$ cat src/rtl/issue_scoreboard.sv
// In-order issue gate: checks register hazards, divider/memory availability and
// fixed-latency writeback-port collisions before letting a decoded op fire.
module issue_scoreboard #(
  parameter int unsigned MUL_LAT = 3,
  parameter int unsigned ALU_LAT = 1,
  parameter int unsigned MEM_MAX = 2
) (
  input  logic        clk,
  input  logic        rst,
  input  logic        flush,
  input  logic        dec_valid,
  output logic        dec_ready,
  input  logic [1:0]  dec_exu_type,
  input  logic        dec_has_rd,
  input  logic        dec_has_rs1,
  input  logic        dec_has_rs2,
  input  logic [4:0]  dec_rd,
  input  logic [4:0]  dec_rs1,
  input  logic [4:0]  dec_rs2,
  output logic        issue_alu,
  output logic        issue_mul,
  output logic        issue_div,
  output logic        issue_mem,
  input  logic        div_done,
  input  logic        mem_done,
  input  logic        wb_valid,
  input  logic [4:0]  wb_rd,
  output logic [31:0] busy_vec,
  output logic [2:0]  mem_cnt
);

  localparam logic [1:0] ExuAlu = 2'd0;
  localparam logic [1:0] ExuMul = 2'd1;
  localparam logic [1:0] ExuDiv = 2'd2;
  localparam logic [1:0] ExuMem = 2'd3;

  // Reservation lands at LAT-1 after the shift; bit 0 falls off the vector.
  localparam logic [MUL_LAT:0] AluBit = (MUL_LAT + 1)'(1) << (ALU_LAT - 1);
  localparam logic [MUL_LAT:0] MulBit = (MUL_LAT + 1)'(1) << (MUL_LAT - 1);

  logic [31:0]      busy_q, busy_d;
  logic             div_busy_q, div_busy_d;
  logic [2:0]       mem_cnt_q, mem_cnt_d;
  logic [MUL_LAT:1] slot_q, slot_d;

  logic hazard;
  logic unit_ok;
  logic fire;

  always_comb begin
    hazard = (dec_has_rs1 & busy_q[dec_rs1]) |
             (dec_has_rs2 & busy_q[dec_rs2]) |
             (dec_has_rd  & busy_q[dec_rd]);
    unit_ok = 1'b0;
    unique case (dec_exu_type)
      ExuAlu: unit_ok = !(dec_has_rd & slot_q[ALU_LAT]);
      ExuMul: unit_ok = !(dec_has_rd & slot_q[MUL_LAT]);
      ExuDiv: unit_ok = !div_busy_q;
      ExuMem: unit_ok = (mem_cnt_q < 3'(MEM_MAX)) | mem_done;
      default: unit_ok = 1'b0;
    endcase
    dec_ready = dec_valid & !rst & !flush & !hazard & unit_ok;
    fire      = dec_ready;
    issue_alu = fire & (dec_exu_type == ExuAlu);
    issue_mul = fire & (dec_exu_type == ExuMul);
    issue_div = fire & (dec_exu_type == ExuDiv);
    issue_mem = fire & (dec_exu_type == ExuMem);
  end

  always_comb begin
    busy_d = busy_q;
    if (wb_valid && wb_rd != 5'd0) busy_d[wb_rd] = 1'b0;
    // Set after clear: a same-cycle clear always belongs to an older op.
    if (fire && dec_has_rd && dec_rd != 5'd0) busy_d[dec_rd] = 1'b1;
    busy_d[0] = 1'b0;

    div_busy_d = div_busy_q;
    if (issue_div)     div_busy_d = 1'b1;
    else if (div_done) div_busy_d = 1'b0;

    mem_cnt_d = mem_cnt_q;
    unique case ({issue_mem, mem_done})
      2'b10:   mem_cnt_d = mem_cnt_q + 3'd1;
      2'b01:   mem_cnt_d = mem_cnt_q - 3'd1;
      default: mem_cnt_d = mem_cnt_q;
    endcase

    slot_d = {1'b0, slot_q[MUL_LAT:2]};
    if (issue_alu && dec_has_rd) slot_d = slot_d | AluBit[MUL_LAT:1];
    if (issue_mul && dec_has_rd) slot_d = slot_d | MulBit[MUL_LAT:1];

    if (flush) begin
      busy_d     = '0;
      div_busy_d = 1'b0;
      mem_cnt_d  = '0;
      slot_d     = '0;
    end
  end

  always_ff @(posedge clk) begin
    if (rst) begin
      busy_q     <= '0;
      div_busy_q <= 1'b0;
      mem_cnt_q  <= '0;
      slot_q     <= '0;
    end else begin
      busy_q     <= busy_d;
      div_busy_q <= div_busy_d;
      mem_cnt_q  <= mem_cnt_d;
      slot_q     <= slot_d;
    end
  end

  assign busy_vec = busy_q;
  assign mem_cnt  = mem_cnt_q;

endmodule

$ cat config.mk
export PLATFORM = sky130hd
export DESIGN_NAME = issue_scoreboard
export DESIGN_NICKNAME = d
export VERILOG_FILES = /design/src/rtl/issue_scoreboard.sv
export SDC_FILE = /design/constraint.sdc
export NUM_CORES = 1
export LEC_CHECK = 0
export BUFFER_PORTS_ARGS = -buffer_cell sky130_fd_sc_hd__clkbuf_2
export CAP_MARGIN = 20
export CORE_UTILIZATION = 57
export DETAILED_ROUTE_END_ITERATION = 8
export PLACE_DENSITY = 0.86
export SKIP_CTS_REPAIR_TIMING = 1
export SLEW_MARGIN = 30
export SYNTH_ARGS = -nofsm -noshare
export SYNTH_HDL_FRONTEND = slang
export SYNTH_SLANG_ARGS = --single-unit
$ cat constraint.sdc
create_clock -name clk -period 4.78 [get_ports clk]
set_input_delay 0.239 -clock clk [delete_from_list [all_inputs] [get_ports clk]]
set_output_delay 0.239 -clock clk [all_outputs]
set_load 0.01 [all_outputs]
; Yosys cells after proc, flatten, opt, wreduce, memory -nomap -nowiden
; Index checks and enable logic that the tools add are counted.
[word_totals]
ff_bits = 39
latch_bits = 0
ramBits = 0
mem_bits_ro = 0
inputBits = 32
out_inout_bits = 40
word_cells = 73
memories = 0
[classes]
add_sub_neg = 2
multipliers = 0
n_div = 0
n_lt_le_gt_ge = 7
eq_ne = 5
shifts = 0
mux = 17
bitwise_logic = 19
reduce_logical = 18
[ops]
columns = op, count
row1 = $mux W32, 2
row2 = $and A32 B32 Y32, 1
row3 = $not A32 Y32, 1
row4 = $or A32 B32 Y32, 1
row5 = $lt A5 B6 Y1 const B, 4
row6 = $bmux W1 S5, 3
row7 = $and A1 B1 Y1, 13
row8 = $demux W1 S5, 2
row9 = $ge A5 B1 Y1 const B, 2
row10 = $reduce_bool A5 Y1, 2
row11 = $mux W1, 7
row12 = $eq A2 B2 Y1 const B, 3
row13 = $logic_and A1 B1 Y1, 6
row14 = $logic_not A1 Y1, 6
row15 = $pmux W3 S2, 1
row16 = $eq A2 B1 Y1 const B, 2
row17 = $pmux W1 S4, 1
row18 = $reduce_bool A2 Y1, 2
row19 = $add A3 B1 Y3 const B, 1
row20 = $lt A3 B2 Y1 const B, 1
row21 = $or A1 B1 Y1, 3
row22 = $sub A3 B1 Y3 const B, 1
row23 = $logic_not A2 Y1, 1
row24 = $mux W2, 1
row25 = $reduce_or A2 Y1, 1

; Depth between registers and ports, before layout
[logic_depth]
word_depth = 11
depth_mapped = 15
ltp_nobuf = 13

; Least setup slack after synthesis
; No wires, ideal clock.
[synth_timing]
kind = input port to flip-flop
startpoint = input dec_rs2[0]
endpoint = register mem_cnt_q[1] (netlist: mem_cnt[1])
setup_time_ps = 78
arrival_time_ps = 3042
required_time_ps = 4702
slack_ps = 1660
cell_stages = 13
n_path_buf = 1
path_cell_list = clkbuf_1 > mux4_2 > nor2_1 > a311oi_1 > o41ai_4 > o211ai_4 > or2_2 > ha_1 > inv_1 > fa_1 > nor2_1 > a21oi_1 > nor3_1
[synth_via]
elab_chain_cells = 11
elab_cells_between_ends = 13
classes_between = 2 x eq/ne / 3 x mux / 6 x bitwise / 2 x reduce/logical
[synth_rtl]
columns = item, line_no
row1 = start: declaration, 19  ; input logic [4:0] dec_rs2,
row2 = $bmux W1 S5 (*), 52  ; (dec_has_rs2 & busy_q[dec_rs2]) |
row3 = $mux W1 (implied by the code) (*), 52
row4 = $and A1 B1 Y1 (*), 52
row5 = $or A1 B1 Y1 (*), 51  ; hazard = (dec_has_rs1 & busy_q[dec_rs1]) |
row6 = $or A1 B1 Y1 (*), 52
row7 = $logic_not A1 Y1 (*), 62  ; dec_ready = dec_valid & !rst & !flush & !hazard & unit_ok;
row8 = $and A1 B1 Y1 (*) (2 in a row), 62
row9 = $and A1 B1 Y1 (*), 67  ; issue_mem = fire & (dec_exu_type == ExuMem);
row10 = $eq A2 B1 Y1 or $eq A2 B2 Y1 (tied branches), 82  ; unique case ({issue_mem, mem_done})
row11 = $pmux W3 S2 or $reduce_bool A2 Y1 (tied branches), -
row12 = end signal: assignment, 109  ; mem_cnt_q <= mem_cnt_d;
row13 = end: declaration, 43  ; logic [2:0] mem_cnt_q, mem_cnt_d;
; Mark *: on every way between the ends. The rest lies on a longest branch, timed or not. The select of a mux whose other input is x is not followed.
; A chain may end at the register's enable or synchronous reset.

; Final worst setup path
[layout_timing]
startpoint = register busy_q[26] (netlist: busy_vec[26])
endpoint = register mem_cnt_q[1] (netlist: mem_cnt[1])
[layout_via]
elab_chain_cells = 11
elab_cells_between_ends = 19
classes_between = 2 x eq/ne / 7 x mux / 8 x bitwise / 2 x reduce/logical
[layout_rtl]
columns = item, line_no
row1 = start: declaration, 41  ; logic [31:0] busy_q, busy_d;
row2 = start signal: assignment, 107  ; busy_q <= busy_d;
row3 = $bmux W1 S5 (on tied branches), "51, 52"
row4 = $mux W1 (on tied branches), "51, 52"
row5 = $and A1 B1 Y1 (on tied branches), "51, 52"
row6 = $or A1 B1 Y1, 51
row7 = $or A1 B1 Y1 (*), 52
row8 = $logic_not A1 Y1 (*), 62
row9 = $and A1 B1 Y1 (*) (2 in a row), 62
row10 = $and A1 B1 Y1 (*), 67
row11 = $eq A2 B1 Y1 or $eq A2 B2 Y1 (tied branches), 82
row12 = $pmux W3 S2 or $reduce_bool A2 Y1 (tied branches), -
; Marked as above.

==> flow_summary.ini <==
[worst_setup_path]
cp.required_ns = 5.00
reg2reg_depth = 12
worstSetupPathType = flip-flop to flip-flop
reg2reg_from = busy_vec[26]$_SDFF_PP0_
rr_endpoint = mem_cnt[1]$_SDFFE_PP0P_
worstPathMaxFanout = 15
start_kind = flip-flop
arrival_ns = 3.64
ff2ff_setup_slack_ns = 1.37
worst_setup_path_end_kind = flip-flop

[global_routing]
grt.total_usage_pct = 34.2
grt_pass1_wl_mm = 13.2
grt_pass1_vias = 2607
grt_overflow = 0
grt_max_degree = 41
antenna_found_initial = 0

[clocking]
clk_pin_slew_ns = 0.08
cts_tree = yes
htreeDepth = 2
insertion_delay_ns = 0.30
clockBufferDepth = 2
cts.sink_count = 37
cts_made_buffers = 5
cts-root-buf = clkbuf_8

[die]
io-pin-count = 72
dieHeight_um = 70.4
core-area_um2 = 4410
initial_core_util_pct = 60.4
dieArea_um2 = 4950
die_w_um = 70.4
rows = 24

[routing]
via_per_inst = 6.94
firstDrtPassIters = 5
avgRoutedWirePerCell_um = 20.3
ant_nets = 0
drt-total-wl_mm = 8.19
vias = 2802
drtIter0Drc = 390
drcViolationCount = 0

[final_layout]
final_nets = 385
layout_commonest_cell = clkbuf_2
fillerInstances = 353
layout-drive-gt1-share_pct = 29.8
area_growth_pct = 16.8
final_cell_mix = 70 x clkbuf_2, 37 x dfxtp_1, 30 x mux2i_1
n_antenna_cell = 0

[status]
outcome = finished clean

[logic_synthesis]
synth_area_leaders = dfxtp_1 28%, mux2i_1 11%, o211ai_1 7.9%
synthesis.area_um2 = 2670
ys_ff_latch = 37
synth.yosys.seq_area_share_pct = 27.8
synth.yosys.warnings = 0
synth_edf_count = 0
synth_area_leader_cell = dfxtp_1
ys_types = 58
ys.flop_type = dfxtp_1
synthArstFlopShare_pct = 0
synth.top_cell.area_share_pct = 27.8
synthCells = 292
synth_nets = 326
avgSynthCellArea_um2 = 9.13

[sta]
finClkSkew_ns = 0.00493
period_share_pct = 71.4
tns_ns = 0
timing.fmax_mhz = 293
fin_crit_ns = 3.41
tightest_slew_ns = 0.560
timing.final.hold_violations = 0
maxSlewViolCount = 0
hold_ws_ns = 0.196
maxSlewHeadroom_pct = 62.7
rsz0062_at_grt = no
finalSetupViolations = 0

[pwr]
power_density_nw_per_um2 = 227
power.leakage_nw = 1.25
ir_worst_vdd_mv = 0.160

[hold_path]
min_to = mem_cnt[2]$_SDFFE_PP0P_
whs_path_depth = 2
hp-start = flush
hold_path_class = input pin to flip-flop

[placement]
gp_congestion = 0.951
io_buffers = 70
hpwl_mm = 6.00

[run]
drv_cap = 0
metal layers:
layer	global-route usage, %	vias to the layer above	wire, um
li1	-	1256	-
met1	45.8	1317	3360
met2	52.0	204	3770
met3	7.65	25	831
met4	16.0	0	238
met5	0	-	0
worst max path at each step:
stage | from | slack, ns | endpoint
CTS | busy_vec[26]$_SDFF_PP0_ | 1.40 | mem_cnt[1]$_SDFFE_PP0P_
global route | busy_vec[26]$_SDFF_PP0_ | 1.15 | mem_cnt[1]$_SDFFE_PP0P_
detailed placement | dec_rs1[1] | 1.11 | mem_cnt[1]$_SDFFE_PP0P_
global placement | dec_rs1[1] | 1.24 | mem_cnt[1]$_SDFFE_PP0P_
floorplan | dec_rs2[0] | 1.66 | mem_cnt[1]$_SDFFE_PP0P_
finish | busy_vec[26]$_SDFF_PP0_ | 1.37 | mem_cnt[1]$_SDFFE_PP0P_
metrics by stage:
| step | setup slack [ns] | instances | instance area [um^2] | utilization, % | total power, W |
|---|---|---|---|---|---|
| 2_1_floorplan | 1.66 | 292 | 2670 | - | 0.000387 |
| 6_report | 1.37 | 404 | 3110 | 70.5 | 0.000707 |
| 3_5_place_dp | 1.11 | 396 | 2990 | 67.8 | 0.000421 |
| 4_1_cts | 1.40 | 404 | 3110 | 70.5 | 0.000704 |
| 3_3_place_gp | 1.24 | 396 | 2990 | 67.8 | 0.000418 |
| 5_1_grt | 1.15 | 404 | 3110 | 70.5 | 0.000731 |
synth_stat cells, types with 2 or more instances:
master / number
o31ai_2: 4
buf_2: 3
mux4_1: 3
clkbuf_1: 10
mux4_2: 5
o211ai_1: 28
nand2b_1: 4
o31ai_1: 9
nand3b_1: 6
a221oi_1: 2
o311ai_0: 4
a21oi_1: 3
nand2_1: 15
buf_6: 2
nor3_1: 6
or3b_2: 3
buf_4: 2
or2_2: 3
buf_1: 2
nand4_1: 5
nor2_1: 14
inv_1: 10
o22ai_1: 2
and3_1: 2
nor2b_1: 7
o21ai_0: 21
nor3b_1: 2
mux2i_1: 30
xor2_1: 2
dfxtp_1: 37
mux2_2: 7
a211oi_1: 2
nand3_1: 11
a31oi_1: 2
power breakdown:
group | switching [W] | internal (W)
sequential | 0.00000173 | 0.000310
clock | 0.000120 | 0.000170
combinational | 0.0000677 | 0.0000384
total | 0.000189 | 0.000518
flip-flops by register name (all words and copies together) (netlist names):
| name | count |
|---|---|
| busy_vec | 31 |
| div_busy_q | 1 |
| slot_q | 2 |
| mem_cnt | 3 |
worst max-delay path, stage by stage (launching register included):
cell       delay [ns]
dfxtp_1          0.38
mux4_1           0.52
mux2_2           0.28
a2bb2oi_1        0.15
a211oi_2         0.39
o211ai_4         0.28
or2_2            0.36
ha_1             0.23
inv_1            0.07
fa_1             0.41
nor2_1           0.10
a21oi_1          0.05
nor3_1           0.12
logic make-up (layout without fill, tap and decap cells):
| kind of cell | after synthesis | count (layout) | share of synthesized area (%) |
|---|---|---|---|
| buffers and inverters | 29 | 89 | 5.07 |
| adders and majority gates | 2 | 2 | 1.22 |
| muxes | 45 | 45 | 21.4 |
| and+or+nand+nor | 86 | 86 | 17.8 |
| xor gates and xnor gates | 3 | 3 | 0.986 |
| AOI/OAI and AO/OA | 89 | 89 | 25.6 |
| DFF | 37 | 37 | 27.8 |
| other | 1 | 1 | 0.141 |
layout make-up:
type | instances | area, um^2 | area share (%)
Sequential cell | 37 | 741 | 23.8
Clock inverter | 2 | 37.5 | 1.21
Tap cell | 52 | 65.1 | 2.09
Inverter | 10 | 37.5 | 1.21
Multi-Input combinational cell | 226 | 1790 | 57.6
Timing Repair Buffer | 71 | 358 | 11.5
Clock buffer | 6 | 82.6 | 2.65
Power figures use the tool's default switching activity.
